--- config.mk ---
export PLATFORM = sky130hd
export DESIGN_NAME = branch_ctrl_flat
export DESIGN_NICKNAME = d
export VERILOG_FILES = /design/src/rtl/branch_ctrl_if.sv /design/src/rtl/branch_ctrl.sv /design/src/flat_wrapper.sv
export SDC_FILE = /design/constraint.sdc
export NUM_CORES = 1
export LEC_CHECK = 0
export BUFFER_PORTS_ARGS = -buffer_cell sky130_fd_sc_hd__buf_2
export CAP_MARGIN = 15
export CELL_PAD_IN_SITES_DETAIL_PLACEMENT = 1
export CELL_PAD_IN_SITES_GLOBAL_PLACEMENT = 1
export CORE_MARGIN = 5
export CORE_UTILIZATION = 32
export CTS_BUF_LIST = sky130_fd_sc_hd__clkbuf_8
export DETAILED_ROUTE_END_ITERATION = 8
export PLACE_DENSITY_LB_ADDON = 0.1
export SYNTH_ARGS = -nofsm -noshare
export SYNTH_HDL_FRONTEND = slang
export SYNTH_SLANG_ARGS = --single-unit
--- constraint.sdc ---
create_clock -name clk -period 2.5 [get_ports clk]
set_input_delay 0.125 -clock clk [delete_from_list [all_inputs] [get_ports clk]]
set_output_delay 0.125 -clock clk [all_outputs]
set_load 0.02 [all_outputs]
--- src/rtl/branch_ctrl_if.sv ---
// Fetch-side bus for the branch-control unit: instruction and ALU status in,
// branch-select, flag and statistics outputs back.
interface branch_ctrl_if #(
  parameter int CNT_W = 32
);
  logic [31:0]      instruction;
  logic             instrValid;
  logic             aluNegative;
  logic             aluZero;
  logic             aluOverflow;
  logic             aluCarry;
  logic             rtZero;
  logic             uncondBr;
  logic             brTaken;
  logic [18:0]      condAddr19;
  logic [25:0]      brAddr26;
  logic [3:0]       flags;
  logic [CNT_W-1:0] branchCount;
  logic [CNT_W-1:0] takenCount;

  modport master (
    output instruction, instrValid, aluNegative, aluZero, aluOverflow,
           aluCarry, rtZero,
    input  uncondBr, brTaken, condAddr19, brAddr26, flags, branchCount,
           takenCount
  );

  modport slave (
    input  instruction, instrValid, aluNegative, aluZero, aluOverflow,
           aluCarry, rtZero,
    output uncondBr, brTaken, condAddr19, brAddr26, flags, branchCount,
           takenCount
  );
endinterface

--- src/rtl/branch_ctrl.sv ---
// Branch-control unit: decodes B / CBZ / B.cond, owns the NZCV flag register
// and keeps saturating branch-statistics counters.
module branch_ctrl #(
  parameter int CNT_W = 32
) (
  input logic        clk,
  input logic        reset,
  branch_ctrl_if.slave bus
);
  logic             is_b;
  logic             is_cbz;
  logic             is_bcond;
  logic             is_flag_set;
  logic             is_branch;
  logic             cond_true;
  logic             taken;
  logic [3:0]       flag_reg;
  logic [CNT_W-1:0] branch_cnt;
  logic [CNT_W-1:0] taken_cnt;
  logic             n_f, z_f, v_f;

  assign is_b        = (bus.instruction[31:26] == 6'b000101);
  assign is_cbz      = (bus.instruction[31:24] == 8'b10110100);
  assign is_bcond    = (bus.instruction[31:24] == 8'b01010100);
  assign is_flag_set = (bus.instruction[31:21] == 11'b10101011000) ||
                       (bus.instruction[31:21] == 11'b11101011000);
  assign is_branch   = is_b || is_cbz || is_bcond;

  assign n_f = flag_reg[3];
  assign z_f = flag_reg[2];
  assign v_f = flag_reg[1];

  // Conditions use the registered flags; a flag setter is never a branch.
  always_comb begin
    cond_true = 1'b0;
    unique case (bus.instruction[3:0])
      4'b0000: cond_true = z_f;
      4'b0001: cond_true = !z_f;
      4'b1010: cond_true = (n_f == v_f);
      4'b1011: cond_true = (n_f != v_f);
      4'b1100: cond_true = !z_f && (n_f == v_f);
      4'b1101: cond_true = z_f || (n_f != v_f);
      default: cond_true = 1'b0;
    endcase
  end

  always_comb begin
    taken = 1'b0;
    if (!reset && bus.instrValid) begin
      if (is_b)          taken = 1'b1;
      else if (is_cbz)   taken = bus.rtZero;
      else if (is_bcond) taken = cond_true;
    end
  end

  always_ff @(posedge clk) begin
    if (reset) begin
      flag_reg   <= 4'b0000;
      branch_cnt <= '0;
      taken_cnt  <= '0;
    end else begin
      if (bus.instrValid && is_flag_set)
        flag_reg <= {bus.aluNegative, bus.aluZero, bus.aluOverflow, bus.aluCarry};
      // Counters stick at all-ones rather than wrapping.
      if (bus.instrValid && is_branch && (branch_cnt != '1))
        branch_cnt <= branch_cnt + 1'b1;
      if (taken && (taken_cnt != '1))
        taken_cnt <= taken_cnt + 1'b1;
    end
  end

  assign bus.uncondBr    = is_b;
  assign bus.brTaken     = taken;
  assign bus.condAddr19  = bus.instruction[23:5];
  assign bus.brAddr26    = bus.instruction[25:0];
  assign bus.flags       = flag_reg;
  assign bus.branchCount = branch_cnt;
  assign bus.takenCount  = taken_cnt;
endmodule

--- src/flat_wrapper.sv ---
// flat-port wrapper written by rule: the top's interface ports become plain ports
module branch_ctrl_flat 
#(
  parameter int CNT_W = 32
)
  (clk, reset, bus_instruction, bus_instrValid, bus_aluNegative, bus_aluZero, bus_aluOverflow, bus_aluCarry, bus_rtZero, bus_uncondBr, bus_brTaken, bus_condAddr19, bus_brAddr26, bus_flags, bus_branchCount, bus_takenCount);
  branch_ctrl_if #(.CNT_W(CNT_W)) bus_i ();
  input logic clk;
  input logic reset;
  input wire logic [$bits(bus_i.instruction)-1:0] bus_instruction;
  input wire logic [$bits(bus_i.instrValid)-1:0] bus_instrValid;
  input wire logic [$bits(bus_i.aluNegative)-1:0] bus_aluNegative;
  input wire logic [$bits(bus_i.aluZero)-1:0] bus_aluZero;
  input wire logic [$bits(bus_i.aluOverflow)-1:0] bus_aluOverflow;
  input wire logic [$bits(bus_i.aluCarry)-1:0] bus_aluCarry;
  input wire logic [$bits(bus_i.rtZero)-1:0] bus_rtZero;
  output wire logic [$bits(bus_i.uncondBr)-1:0] bus_uncondBr;
  output wire logic [$bits(bus_i.brTaken)-1:0] bus_brTaken;
  output wire logic [$bits(bus_i.condAddr19)-1:0] bus_condAddr19;
  output wire logic [$bits(bus_i.brAddr26)-1:0] bus_brAddr26;
  output wire logic [$bits(bus_i.flags)-1:0] bus_flags;
  output wire logic [$bits(bus_i.branchCount)-1:0] bus_branchCount;
  output wire logic [$bits(bus_i.takenCount)-1:0] bus_takenCount;
  assign bus_i.instruction = bus_instruction;
  assign bus_i.instrValid = bus_instrValid;
  assign bus_i.aluNegative = bus_aluNegative;
  assign bus_i.aluZero = bus_aluZero;
  assign bus_i.aluOverflow = bus_aluOverflow;
  assign bus_i.aluCarry = bus_aluCarry;
  assign bus_i.rtZero = bus_rtZero;
  assign bus_uncondBr = bus_i.uncondBr;
  assign bus_brTaken = bus_i.brTaken;
  assign bus_condAddr19 = bus_i.condAddr19;
  assign bus_brAddr26 = bus_i.brAddr26;
  assign bus_flags = bus_i.flags;
  assign bus_branchCount = bus_i.branchCount;
  assign bus_takenCount = bus_i.takenCount;
  branch_ctrl #(.CNT_W(CNT_W)) u_core (.clk(clk), .reset(reset), .bus(bus_i));
endmodule
# Yosys cells after proc, flatten, opt, wreduce, memory -nomap -nowiden
# Index checks and enable logic that the tools add are counted.
[totals]
in_bits = 40
regBits = 68
wordCells = 37
out_inout_bits = 115
[classes]
n_mux = 5
n_eq_ne = 14
n_reduce_logical = 13
add_sub_neg = 2
[op_table]
columns = ["op", "n"]
rows = [
  ["32-bit by 1-bit adder with 32-bit output, second input constant", 2],
  ["32-bit != test, second input constant", 2],
  ["11-bit == test, second input constant", 2],
  ["4-bit == test, second input constant", 4],
  ["8-bit by 7-bit == test with 1-bit output, second input constant", 1],
  ["8-bit == test, second input constant", 1],
  ["6-bit by 3-bit == test with 1-bit output, second input constant", 1],
  ["1-bit logical AND", 6],
  ["1-bit one-hot mux with 6 select lines", 1],
  ["4-bit by 1-bit == test with 1-bit output, second input constant", 1],
  ["4-bit logical NOT", 1],
  ["1-bit logical OR", 4],
  ["1-bit two-way mux", 4],
  ["1-bit logical NOT", 2],
  ["1-bit == test", 1],
  ["1-bit != test", 1],
]

# Logic depth before layout (Yosys ltp)
[logic_depth]
word_depth = 8
mapped_depth = 10
depth_no_buf = 7

# Worst setup path before layout
# No wires, ideal clock.
[synth_path]
path_kind = "flip-flop to flip-flop"
startpoint = "register u_core.taken_cnt[2], in the netlist u_core.bus.takenCount[2]"
endpoint = "register u_core.taken_cnt[12], in the netlist u_core.bus.takenCount[12]"
path_stages_with_launch = 11
setup_ns = 0.123
arrival_ns = 2.369
n_path_buf = 3
setup_slack_ns = 0.008
required_ns = 2.377
period_less_slack_ns = 2.492
cell_sequence = "dfxtp_1 > and4_1 > and4_1 > buf_2 > nand3_1 > o32ai_2 > or2_1 > buf_4 > buf_4 > nor3_1 > mux2_1"
[synth_via]
elab_chain_len = 2
word_cells_on_any_way = 3
cone_classes = "1 x add/sub; 1 x eq/ne; 1 x reduce/logical"
[synth_rtl]
columns = ["item", "line_no", "rtl"]
rows = [
  ["start, declared", "branch_ctrl.sv:19", "logic [CNT_W-1:0] taken_cnt;"],
  ["start signal, assigned", "branch_ctrl.sv:68", "taken_cnt <= taken_cnt + 1'b1;"],
  ["branches (longest 2 deep; another with 32-bit by 1-bit adder with 32-bit output)", "n/a", ""],
]
# Parallel ways; which one is timed is not known.
# A chain may end at the register's enable or synchronous reset.

# Worst setup path after layout
[layout_path]
startpoint = "register u_core.flag_reg[3], in the netlist u_core.bus.flags[3]"
endpoint = "register u_core.taken_cnt[18], in the netlist u_core.bus.takenCount[18]"
[layout_via]
elab_chain_len = 8
word_cells_on_any_way = 10
cone_classes = "2 x eq/ne; 5 x mux; 3 x reduce/logical"
[layout_rtl]
columns = ["item", "line_no", "rtl"]
rows = [
  ["start, declared", "branch_ctrl.sv:17", "logic [3:0] flag_reg;"],
  ["start signal, assigned", "branch_ctrl.sv:63", "flag_reg <= {bus.aluNegative, bus.aluZero, bus.aluOverflow, bus.aluCarry};"],
  ["1-bit != test or 1-bit == test (tied branches)", "n/a", ""],
  ["1-bit logical OR or 1-bit logical AND (tied branches)", "branch_ctrl.sv:42, branch_ctrl.sv:41", ""],
  ["1-bit one-hot mux with 6 select lines *", "branch_ctrl.sv:36", "unique case (bus.instruction[3:0])"],
  ["1-bit two-way mux *", "branch_ctrl.sv:52", "else if (is_bcond) taken = cond_true;"],
  ["1-bit two-way mux *", "branch_ctrl.sv:51", "else if (is_cbz) taken = bus.rtZero;"],
  ["1-bit two-way mux *", "branch_ctrl.sv:50", "if (is_b) taken = 1'b1;"],
  ["1-bit two-way mux *", "branch_ctrl.sv:49", "if (!reset && bus.instrValid) begin"],
  ["1-bit logical AND *", "branch_ctrl.sv:67", "if (taken && (taken_cnt != '1))"],
]
# Mark *: on every way between the ends. The rest lies on a longest branch, timed or not.

==> PnR_summary.wiki <==
{| class="wikitable"
! Metric !! Value
|-
| Starting utilization of the core area || 32.2%
|-
| Seq. cell area || 1360 sq um
|-
| Number of slew-limit violations in the final report || 0
|-
| Final Hold Fails || 0
|-
| Via-to-Cell Ratio || 5.09
|-
| Floorplan die width || 119 um
|-
| Net count of the finished layout || 597
|-
| Worst max-slew margin expressed relative to the limit || 45.4%
|-
| Wire length of the first global-routing pass || 17800 um
|-
| Cell area after synthesis || 3820 sq um
|-
| Launching point of the worst reg2reg path || u_core.bus.flags[3]
|-
| Signal arrival time at the worst endpoint || 2.71 ns
|-
| Number of H-tree levels || 3
|-
| Total I/O pin count || 155
|-
| Vias in the first global route || 3617
|-
| Initial DRC Count || 210
|-
| Clk sinks || 68
|-
| Power density over the cells || 440 nW/um^2
|-
| Setup skew after layout || 0.00636 ns
|-
| LEAKAGE || 1.85 nW
|-
| Aggregate global-route resource usage || 15.3%
|-
| Placed cell count || 689
|-
| Multi-input logic area || 2020 sq um
|-
| Min Clock Period, post-route || 2.44 ns
|-
| Number of setup buffers added after CTS || 0
|-
| Ant. Diodes || 0
|-
| Post-route worst hold slack || 0.0320 ns
|-
| GRT met2 Usage || 25.6%
|-
| Cell count after synthesis || 471
|-
| Post-synth EDFFs || 0
|-
| Total CTS buffers || 9
|-
| Placeable core area || 11900 sq um
|-
| Ys Warns || 0
|-
| Placed cell area || 4340 sq um
|-
| Startpoint kind of the worst setup timing path || flop
|-
| Final period util || 97.5%
|-
| Routed len/inst || 15.8 um
|-
| Total overflow reported by the global router || 0
|-
| Number of non-filler instances in the completed layout || 706
|-
| Type of the worst min-delay path || in -> reg
|-
| Average footprint of a synthesized cell || 8.12 sq um
|-
| Endpoint of the worst hold path || u_core.bus.flags[1]
|-
| Clock tree root buffer cell || sky130_fd_sc_hd__clkbuf_8
|-
| Max rail drop VDD || 180 uV
|-
| Fill cells || 1446
|-
| Classification of the worst setup path || reg -> reg
|-
| Clock-pin transition on the worst setup and hold timing paths || 0.07 ns
|-
| PortBufs || 104
|-
| Seq cells post-synth || 68
|-
| Layout area overhead || 19.2%
|-
| Hold-critical path depth || 3
|-
| Kind of end point of the critical path || flop
|-
| GR peak layer || met2
|-
| Final RePlAce weighted congestion || 0.783
|-
| Skew-Pair Late Insertion Delay || 0.34 ns
|-
| Final wirelength || 11100 um
|-
| Antenna violations before repair || 0
|-
| DR pass1 iterations || 4
|-
| Highest net fanout along the worst path || 13
|-
| Count of unique library cells instantiated by Yosys || 49
|-
| Cell Rows || 40
|-
| Ratio of cells with drive above 1 in the final layout || 28.8%
|-
| R2R depth || 8
|-
| Maximum root-to-sink buffer count || 2
|-
| Setup Viol. Count Final || 0
|-
| Post-DP HPWL || 8210 um
|-
| Worst path required time || 2.77 ns
|-
| Met1 Resource Use GR || 18.5%
|-
| Height of the die || 119 um
|-
| Post-synthesis sequential area ratio || 35.6%
|-
| Min-delay src || bus_aluOverflow
|-
| Vias post-DR || 3597
|-
| Terminus of the critical flop-to-flop path || u_core.bus.takenCount[18]
|-
| Max Cap Viol || 0
|-
| Met3 usage in global routing || 3.80%
|-
| Peak Freq || 410 MHz
|-
| Area enclosed by the die boundary || 14200 sq um
|-
| Actual slew at the worst max-slew pin || 0.820 ns
|-
| Maximum number of pins on one net before global-route repair || 75
|-
| Async set or reset register ratio after synthesis || 0%
|-
| Status || complete, no violations
|-
| Post-Synthesis Net Count || 513
|-
| Launching instance or port of the critical path || u_core.bus.flags[3]
|-
| Setup slack on the worst flop-to-flop path || 0.06 ns
|-
| Primary flip-flop cell chosen by synthesis mapping || sky130_fd_sc_hd__dfxtp_1
|-
| Remaining routing DRC violations || 0
|-
| Clock tree from TritonCTS || yes
|-
| Count of nets left with antenna violations after detail routing || 0
|-
| Finished layout cell area || 4560 sq um
|}
[synth_stat cells (8+ instances only)]
cell type / instances / share of area [%]
sky130_fd_sc_hd__and4_1: 9 / 2.1
sky130_fd_sc_hd__xnor2_1: 30 / 6.9
sky130_fd_sc_hd__nand3_1: 26 / 3.4
sky130_fd_sc_hd__buf_4: 47 / 9.2
sky130_fd_sc_hd__dfxtp_1: 68 / 36
sky130_fd_sc_hd__a21oi_1: 25 / 3.3
sky130_fd_sc_hd__xor2_1: 8 / 1.8
sky130_fd_sc_hd__or4_1: 8 / 1.6
sky130_fd_sc_hd__o21ai_0: 17 / 2.2
sky130_fd_sc_hd__clkbuf_1: 11 / 1.1
sky130_fd_sc_hd__nor3_1: 16 / 2.1
sky130_fd_sc_hd__nor2_1: 66 / 6.5
sky130_fd_sc_hd__nand2_1: 32 / 3.1
sky130_fd_sc_hd__inv_1: 13 / 1.3
sky130_fd_sc_hd__nand4_1: 13 / 2.1
sky130_fd_sc_hd__or3_1: 16 / 2.6
[area by class of cell]
cell class | count | area share, %
clock buffers | 11 | 3.32
clock inverters | 4 | 0.384
inverters | 13 | 1.07
multi-input cells | 329 | 44.2
flip-flops and latches | 68 | 29.9
well taps | 147 | 4.04
repair buffers | 134 | 17.1
[power by group]
part           internal (mW)  total, mW  switching, mW
clock network          0.399      0.817          0.418
logic                 0.0353      0.105         0.0700
registers               1.08       1.08       0.000235
total                   1.52       2.01          0.489
[worst max path at each step]
stage                                            to  slack (ns)
after global placement    u_core.bus.takenCount[18]        0.07
final                     u_core.bus.takenCount[18]        0.06
after global routing      u_core.bus.takenCount[18]       -0.02
after floorplan           u_core.bus.takenCount[12]       0.008
after detailed placement  u_core.bus.takenCount[27]        0.02
after CTS                 u_core.bus.takenCount[23]        0.01
[timing repair]
action                     CTS  global route
hold buffers                 1             0
hold endpoints to repair     1             0
setup endpoints to repair    0             8
resized for setup            0             3
[placed cells by master (no fill, tap or decap), types with 8 or more instances in the layout]
cell type	count
sky130_fd_sc_hd__a21oi_1	24
sky130_fd_sc_hd__and4_1	9
sky130_fd_sc_hd__buf_2	104
sky130_fd_sc_hd__buf_4	27
sky130_fd_sc_hd__clkbuf_8	11
sky130_fd_sc_hd__dfxtp_1	68
sky130_fd_sc_hd__inv_1	15
sky130_fd_sc_hd__nand2_1	32
sky130_fd_sc_hd__nand3_1	26
sky130_fd_sc_hd__nand4_1	13
sky130_fd_sc_hd__nor2_1	66
sky130_fd_sc_hd__nor3_1	16
sky130_fd_sc_hd__o21ai_0	17
sky130_fd_sc_hd__or3_1	16
sky130_fd_sc_hd__or4_1	8
sky130_fd_sc_hd__xnor2_1	30
sky130_fd_sc_hd__xor2_1	8
[per-layer routing]
metal	vias up	routed length, um
met1	1718	4860
met2	86	5500
met3	24	515
met4	0	257
met5	-	0
li1	1769	-
[worst max-delay path, stage by stage (launching register included)]
cell and delay, ns:
sky130_fd_sc_hd__dfxtp_1 0.32, sky130_fd_sc_hd__xor2_1 0.17, sky130_fd_sc_hd__or4_1 0.43, sky130_fd_sc_hd__a31oi_2 0.22
sky130_fd_sc_hd__nor3_2 0.09, sky130_fd_sc_hd__or2_4 0.29, sky130_fd_sc_hd__buf_12 0.15, sky130_fd_sc_hd__or4_1 0.55
sky130_fd_sc_hd__a21oi_2 0.16
[stage by stage]
step                setup WS, ns  TNS, ns  power, mW  util, %
finish                    0.0623        0       2.01     38.4
floorplan                0.00761        0       1.25        -
CTS                       0.0106        0       2.06     38.1
global route             -0.0234  -0.0234       2.10     38.4
detailed placement        0.0218        0       1.21     36.6
global placement          0.0678        0       1.21     36.6
[cell families after synthesis]
kind of cell             count (synthesis)  synth area share, %
AND/OR/NAND/NOR                        218                 29.9
buffers and inverters                   74                 12.0
flip-flops                              68                 35.6
AO/OA/AOI/OAI                           60                 10.1
XOR/XNOR                                38                 8.70
multiplexers                            11                 3.04
adder cells (fa/ha/maj)                  2                0.654
[registers in the layout, summed over array words and instances, names as in the netlist]
register / flops
u_core.bus.takenCount: 32
u_core.bus.branchCount: 32
u_core.bus.flags: 4
(Power assumes the default switching activity.)
